===== src/rtl/vga_sync_receiver.sv =====
// -----------------------------------------------------------------------------
// vga_sync_receiver
//   Receiving end of a VGA timing interface. Samples hsync/vsync on the pixel
//   clock, rebuilds the pixel coordinates of the previous sample, checks each
//   sync edge against the configured mode, and acquires/maintains lock.
//
// Ports:
//   clk_25      in   1  pixel clock, rising edge
//   rst         in   1  asynchronous active-high reset
//   hsync_in    in   1  horizontal sync (active-high, clk_25 domain)
//   vsync_in    in   1  vertical sync (active-high, clk_25 domain)
//   pixel_x     out 10  reconstructed column of the previous sample
//   pixel_y     out 10  reconstructed line of the previous sample
//   active      out  1  locked and inside the visible area
//   locked      out  1  timing lock
//   frame_start out  1  pulse when (0,0) is registered while locked
//   err_pulse   out  1  one pulse per cycle with a timing error
//   err_count   out  8  saturating count of errors seen while locked
// -----------------------------------------------------------------------------
module vga_sync_receiver #(
  parameter int HVID        = 640,
  parameter int HFP         = 16,
  parameter int HS          = 96,
  parameter int HBP         = 48,
  parameter int VVID        = 480,
  parameter int VFP         = 10,
  parameter int VS          = 2,
  parameter int VBP         = 29,
  parameter int LOCK_FRAMES = 2,
  parameter int LOSS_CYCLES = 1600
) (
  input  logic       clk_25,
  input  logic       rst,
  input  logic       hsync_in,
  input  logic       vsync_in,
  output logic [9:0] pixel_x,
  output logic [9:0] pixel_y,
  output logic       active,
  output logic       locked,
  output logic       frame_start,
  output logic       err_pulse,
  output logic [7:0] err_count
);

  localparam int HC_MAX = HVID + HFP + HS + HBP;
  localparam int VC_MAX = VVID + VFP + VS + VBP;
  localparam int LW     = $clog2(LOSS_CYCLES + 1);

  localparam logic [9:0]    H_LAST      = 10'(HC_MAX - 1);
  localparam logic [9:0]    V_LAST      = 10'(VC_MAX - 1);
  localparam logic [9:0]    HSYNC_BEGIN = 10'(HVID + HFP);
  localparam logic [9:0]    HSYNC_END   = 10'(HVID + HFP + HS);
  localparam logic [9:0]    VSYNC_BEGIN = 10'(VVID + VFP);
  localparam logic [9:0]    HVID_C      = 10'(HVID);
  localparam logic [9:0]    VVID_C      = 10'(VVID);
  localparam logic [LW-1:0] LOSS_LIM    = LW'(LOSS_CYCLES);
  localparam logic [3:0]    GOOD_TARGET = 4'(LOCK_FRAMES);

  typedef enum logic [1:0] {
    ST_SEARCH = 2'd0,
    ST_TRACK  = 2'd1,
    ST_LOCKED = 2'd2
  } state_e;

  state_e        state_q, state_d;
  logic          hs_prev_q, vs_prev_q;
  logic [9:0]    h_cnt_q, h_cnt_d;
  logic [9:0]    v_cnt_q, v_cnt_d;
  logic [LW-1:0] loss_q, loss_d;
  logic          hs_seen_q, hs_seen_d;
  logic [3:0]    good_q, good_d;
  logic [7:0]    err_cnt_q, err_cnt_d;
  logic          active_q, active_d;
  logic          locked_q, locked_d;
  logic          frame_start_q, frame_start_d;
  logic          err_pulse_q, err_pulse_d;

  logic          hs_rise_s, hs_fall_s, vs_rise_s;
  logic [9:0]    h_pred_s, v_pred_s;
  logic          loss_s, err_s;

  // Edge detection, coordinate prediction, loss timer and error detection.
  always_comb begin
    hs_rise_s = hsync_in & ~hs_prev_q;
    hs_fall_s = ~hsync_in & hs_prev_q;
    vs_rise_s = vsync_in & ~vs_prev_q;

    h_pred_s = (h_cnt_q == H_LAST) ? 10'd0 : (h_cnt_q + 10'd1);
    // The line counter only moves when the column wraps to zero.
    if (h_pred_s == 10'd0) begin
      v_pred_s = (v_cnt_q == V_LAST) ? 10'd0 : (v_cnt_q + 10'd1);
    end else begin
      v_pred_s = v_cnt_q;
    end

    // A sync rise re-anchors the counter to where that edge belongs.
    h_cnt_d = hs_rise_s ? HSYNC_BEGIN : h_pred_s;
    v_cnt_d = vs_rise_s ? VSYNC_BEGIN : v_pred_s;

    // Saturating at the limit keeps the loss condition asserted until an
    // hsync edge returns, so re-entering TRACK without hsync fails again.
    if (hs_rise_s) begin
      loss_d = {LW{1'b0}};
    end else if (loss_q == LOSS_LIM) begin
      loss_d = loss_q;
    end else begin
      loss_d = loss_q + LW'(1);
    end
    loss_s = (loss_d == LOSS_LIM);

    if (state_q != ST_SEARCH) begin
      err_s = (hs_rise_s && (h_pred_s != HSYNC_BEGIN)) ||
              (hs_fall_s && (h_pred_s != HSYNC_END)) ||
              (vs_rise_s && ((v_pred_s != VSYNC_BEGIN) || (h_pred_s != 10'd0))) ||
              loss_s;
    end else begin
      err_s = 1'b0;
    end
  end

  // Lock acquisition state machine; an error outranks a same-cycle vs_rise.
  always_comb begin
    state_d   = state_q;
    hs_seen_d = hs_seen_q;
    good_d    = good_q;
    err_cnt_d = err_cnt_q;
    case (state_q)
      ST_SEARCH: begin
        if (hs_rise_s) begin
          hs_seen_d = 1'b1;
        end else begin
          hs_seen_d = hs_seen_q;
        end
        if (vs_rise_s && (hs_seen_q || hs_rise_s)) begin
          state_d = ST_TRACK;
          good_d  = 4'd0;
        end else begin
          state_d = ST_SEARCH;
        end
      end
      ST_TRACK: begin
        if (err_s) begin
          good_d = 4'd0;
          if (loss_s) begin
            state_d = ST_SEARCH;
          end else begin
            state_d = ST_TRACK;
          end
        end else if (vs_rise_s) begin
          good_d = good_q + 4'd1;
          if ((good_q + 4'd1) == GOOD_TARGET) begin
            state_d = ST_LOCKED;
          end else begin
            state_d = ST_TRACK;
          end
        end else begin
          state_d = ST_TRACK;
        end
      end
      ST_LOCKED: begin
        if (err_s) begin
          state_d   = ST_SEARCH;
          hs_seen_d = 1'b0;
          err_cnt_d = (err_cnt_q == 8'hFF) ? err_cnt_q : (err_cnt_q + 8'd1);
        end else begin
          state_d = ST_LOCKED;
        end
      end
      default: begin
        state_d   = ST_SEARCH;
        hs_seen_d = 1'b0;
        good_d    = 4'd0;
      end
    endcase
  end

  // Output flags are formed from next-state values so they line up with
  // the coordinates registered in the same cycle.
  always_comb begin
    locked_d      = (state_d == ST_LOCKED);
    active_d      = locked_d && (h_cnt_d < HVID_C) && (v_cnt_d < VVID_C);
    frame_start_d = locked_d && (h_cnt_d == 10'd0) && (v_cnt_d == 10'd0);
    err_pulse_d   = err_s;
  end

  // Sync history, coordinate counters and loss timer.
  always_ff @(posedge clk_25 or posedge rst) begin
    if (rst) begin
      hs_prev_q <= 1'b0;
      vs_prev_q <= 1'b0;
      h_cnt_q   <= 10'd0;
      v_cnt_q   <= 10'd0;
      loss_q    <= {LW{1'b0}};
    end else begin
      hs_prev_q <= hsync_in;
      vs_prev_q <= vsync_in;
      h_cnt_q   <= h_cnt_d;
      v_cnt_q   <= v_cnt_d;
      loss_q    <= loss_d;
    end
  end

  // Lock state, frame qualification counters and registered flags.
  always_ff @(posedge clk_25 or posedge rst) begin
    if (rst) begin
      state_q       <= ST_SEARCH;
      hs_seen_q     <= 1'b0;
      good_q        <= 4'd0;
      err_cnt_q     <= 8'd0;
      active_q      <= 1'b0;
      locked_q      <= 1'b0;
      frame_start_q <= 1'b0;
      err_pulse_q   <= 1'b0;
    end else begin
      state_q       <= state_d;
      hs_seen_q     <= hs_seen_d;
      good_q        <= good_d;
      err_cnt_q     <= err_cnt_d;
      active_q      <= active_d;
      locked_q      <= locked_d;
      frame_start_q <= frame_start_d;
      err_pulse_q   <= err_pulse_d;
    end
  end

  assign pixel_x     = h_cnt_q;
  assign pixel_y     = v_cnt_q;
  assign active      = active_q;
  assign locked      = locked_q;
  assign frame_start = frame_start_q;
  assign err_pulse   = err_pulse_q;
  assign err_count   = err_cnt_q;

endmodule

===== config.mk =====
export PLATFORM = sky130hd
export DESIGN_NAME = vga_sync_receiver
export DESIGN_NICKNAME = d
export VERILOG_FILES = /design/src/rtl/vga_sync_receiver.sv
export SDC_FILE = /design/constraint.sdc
export NUM_CORES = 1
export LEC_CHECK = 0
export ABC_AREA = 1
export CAP_MARGIN = 10
export CORE_UTILIZATION = 59
export CTS_BUF_LIST = sky130_fd_sc_hd__clkbuf_4
export CTS_CLUSTER_DIAMETER = 120
export DETAILED_ROUTE_END_ITERATION = 6
export GPL_TIMING_DRIVEN = 0
export HOLD_SLACK_MARGIN = 0.15
export MAX_ROUTING_LAYER = met4
export PLACE_DENSITY = 0.86
export SKIP_CTS_REPAIR_TIMING = 1
export SLEW_MARGIN = 20
export SYNTH_ARGS = -nofsm -noshare
export SYNTH_HDL_FRONTEND = slang
export SYNTH_SLANG_ARGS = --single-unit
export TNS_END_PERCENT = 50

===== constraint.sdc =====
create_clock -name clk_25 -period 3.2 [get_ports clk_25]
set_input_delay 0.96 -clock clk_25 [delete_from_list [all_inputs] [get_ports clk_25]]
set_output_delay 0.96 -clock clk_25 [all_outputs]
set_load 0.005 [all_outputs]

==> metrics.txt <==
multiplexer area fraction after synthesis=0%; Non-Filler Instances=553; post-synthesis sequential area ratio=39.1%; Internal=1.08 mW; max_cap viols=0; Worst Path Required=3460 ps; Inserted Clock Buffers=5; worst r2r src=pixel_x[0]; startpoint types=primary input; Post-Syn Area=0.00333 mm²; largest family of logic cells by synthesized area=simple AND/OR/NAND/NOR gates; First-pass DRT Iterations=4; Layout area overhead=16.0%; Total Wirelength=6.84 mm; htree depth=2; syn avg cell area=7.58 µm²; compound-gate portion of the synthesized area=6.40%; Post-synth ARST share=100%; VDD IR-drop max=0.286 mV; Die W=77.1 µm; worst min-delay path class=flip-flop to flip-flop; nets=494; status=finished, final reports clean; Clock Skews=13.0 ps; Overflow after GRT=0; reg2reg end=err_count[0]; sw frac=33.0%; Synth Area in Adders=3.01%; Lkg Pwr=1.97 nW; Worst EP arrival=3140 ps; yosys warns=0; Tot GR Track Use=25.7%; power consumption=1.61 mW; combinational group share of total power=27.3%; WS Path Type=primary input to flip-flop; Worst-path clk slew=140 ps; first-pass GRT wire length=12.0 mm; placed cells=545; Clock power frac=22.1%; Die ar.=0.00594 mm²; initial DRC count=188; syn_nets=451; Core Area=0.00527 mm²; part of the power in registers=50.6%; Final Max Slew Viols=0; crit-path max FO=10; worst slew pin tran=994 ps; final setup fails=0; vias=2999; Yosys cell types=40; Fin Setup TNS=0 ps; Die Span Y=77.1 µm; switching power=0.530 mW; min cycle time layout=2880 ps; worst-skew pair later-pin latency=350 ps; DRC viols=0; IO Port Bufs=35; Fin. Hold Viols=0; vias per cell=5.42; final instance area=0.00386 mm²; XOR/XNOR share of the synthesized area=4.70%; Post-synth EDFFs=0; hold endpoint=hs_seen_q; Synth Area in Simple Gates=38.3%; GPL Wtd Cong=0.954; initial antenna violation count=0; CTS root buffer=clkbuf_4; Post-DP HPWL=5.36 mm; Slew headroom=33.3%; post-route ant nets=0; number of cells on the worst hold path=2; R2R cell count=17; hold slack=518 ps; Initial Util=63.1%; Cell Pwr Density=416 mW/mm²; TritonCTS clock tree=done; Reg2Reg Setup Slack=450 ps; Cell Area, Placed=0.00378 mm²; # IOs=36; Max clock buf depth=2; # clock sinks=52; Synth Register Bits=52; Hold Path Origin=hs_seen_q; maximum clock frequency=0.347 GHz; drt wl/cell=12.4 µm; pin count of the biggest net entering global routing=29; Critical Path Sink Type=flip-flop; number of global-route vias before repair=2779; Row Count=26; share of layout cells above drive strength 1=9.94%; Antenna Cells=0; Synth Instances=439; period utilization=90.1%; unrepaired setup endpoints after global routing=false; Synth Flop Type=dfrtp_1
through the flow:
step / util, % / worst slack (ps)
after CTS: 73.2 / 332
after global routing: 73.2 / 87.0
final: 73.2 / 318
after floorplan: - / 848
after detailed placement: 71.8 / -50.2
after global placement: 71.4 / -25.8
registers in the layout (all words and copies together), names as in the netlist:
| register | count |
|---|---|
| loss_q | 11 |
| pixel_x | 10 |
| pixel_y | 10 |
| err_count | 8 |
| good_q | 4 |
| state_q | 2 |
| active | 1 |
| err_pulse | 1 |
| frame_start | 1 |
| hs_prev_q | 1 |
| hs_seen_q | 1 |
| locked | 1 |
| vs_prev_q | 1 |
routing by layer:
layer | global-route usage (%) | vias to the layer above | routed length, µm
met2 | 42.6 | 94 | 3290
met1 | 32.1 | 1396 | 3070
met4 | 9.06 | 0 | 117
met3 | 3.93 | 12 | 361
li1 | - | 1497 | -
met5 | - | - | 0
final cells by class:
type	count	area, µm²
Clock buffer	5	37.5
Multi-Input combinational cell	315	1740
Buffer	3	18.8
Clock inverter	3	37.5
Timing Repair Buffer	36	370
Fill cell	432	1410
Tap cell	70	87.6
Inverter	69	262
Sequential cell	52	1300
power groups by stage:
stage / logic [mW] / clock network [mW] / registers (mW)
3_3_place_gp: 0.422 / 0 / 0.823
6_report: 0.438 / 0.356 / 0.812
4_1_cts: 0.444 / 0.364 / 0.811
5_1_grt: 0.492 / 0.393 / 0.826
2_1_floorplan: 0.306 / 0 / 0.812
3_5_place_dp: 0.442 / 0 / 0.822
cell families after synthesis:
| family | Yosys count |
|---|---|
| AND/OR/NAND/NOR | 254 |
| buffers and inverters | 72 |
| flip-flops | 52 |
| AO/OA/AOI/OAI | 36 |
| XOR/XNOR | 17 |
| adder cells (fa/ha/maj) | 8 |
critical path, cell delays in order:
cell	delay, ps
clkdlybuf4s50_1	490
nand2_1	130
inv_1	130
clkbuf_1	390
o21ai_0	190
o21ai_0	490
nand2_1	190
nand2_1	90
nand2_1	60
worst max-delay path by stage:
stage | from | endpoint | slack, ps | cells past startpoint
floorplan | pixel_x[0] | err_count[0] | 850 | 17
global placement | hsync_in | good_q[3] | -30 | 9
detailed placement | hsync_in | good_q[3] | -50 | 9
CTS | hsync_in | good_q[3] | 330 | 9
global route | hsync_in | good_q[2] | 90 | 9
finish | hsync_in | good_q[3] | 320 | 9
cell usage in the layout (no fill, tap or decap), types with 2 or more instances in the layout:
| master | netlist | final |
|---|---|---|
| clkdlybuf4s50_1 | 0 | 35 |
| nor2_1 | 50 | 50 |
| nor4_1 | 2 | 2 |
| nor2_2 | 5 | 5 |
| o21ai_0 | 14 | 14 |
| nand2_4 | 6 | 6 |
| clkinv_1 | 1 | 3 |
| or2_2 | 5 | 5 |
| xor2_1 | 13 | 13 |
| xnor2_1 | 3 | 3 |
| nand3b_1 | 2 | 2 |
| nand4_1 | 20 | 20 |
| o21a_1 | 2 | 2 |
| nand2_2 | 6 | 6 |
| o21ai_1 | 2 | 2 |
| nand2_1 | 101 | 101 |
| dfrtp_1 | 52 | 52 |
| nand3_1 | 36 | 36 |
| nand3_2 | 6 | 6 |
| inv_2 | 2 | 3 |
| nor3_1 | 9 | 9 |
| clkbuf_4 | 0 | 5 |
| a21oi_1 | 10 | 10 |
| nor2_8 | 2 | 2 |
| inv_1 | 65 | 64 |
| clkbuf_1 | 2 | 2 |
| ha_1 | 8 | 8 |
cells in the mapped netlist, types with 2 or more instances:
master / count / share of area [%]
nand3b_1: 2 / 0.45
nand2_2: 6 / 1.1
nand3_1: 36 / 5.4
nor2_1: 50 / 5.6
nand4_1: 20 / 3.8
clkbuf_1: 2 / 0.23
dfrtp_1: 52 / 39
a21oi_1: 10 / 1.5
ha_1: 8 / 3.0
o21a_1: 2 / 0.45
nor2_8: 2 / 1.2
nor2_2: 5 / 0.94
inv_1: 65 / 7.3
or2_2: 5 / 0.94
nand2_4: 6 / 2.0
o21ai_0: 14 / 2.1
xor2_1: 13 / 3.4
nand3_2: 6 / 1.8
xnor2_1: 3 / 0.79
inv_2: 2 / 0.23
nor4_1: 2 / 0.38
nor3_1: 9 / 1.4
o21ai_1: 2 / 0.30
nand2_1: 101 / 11
Power figures use the tool's default switching activity.
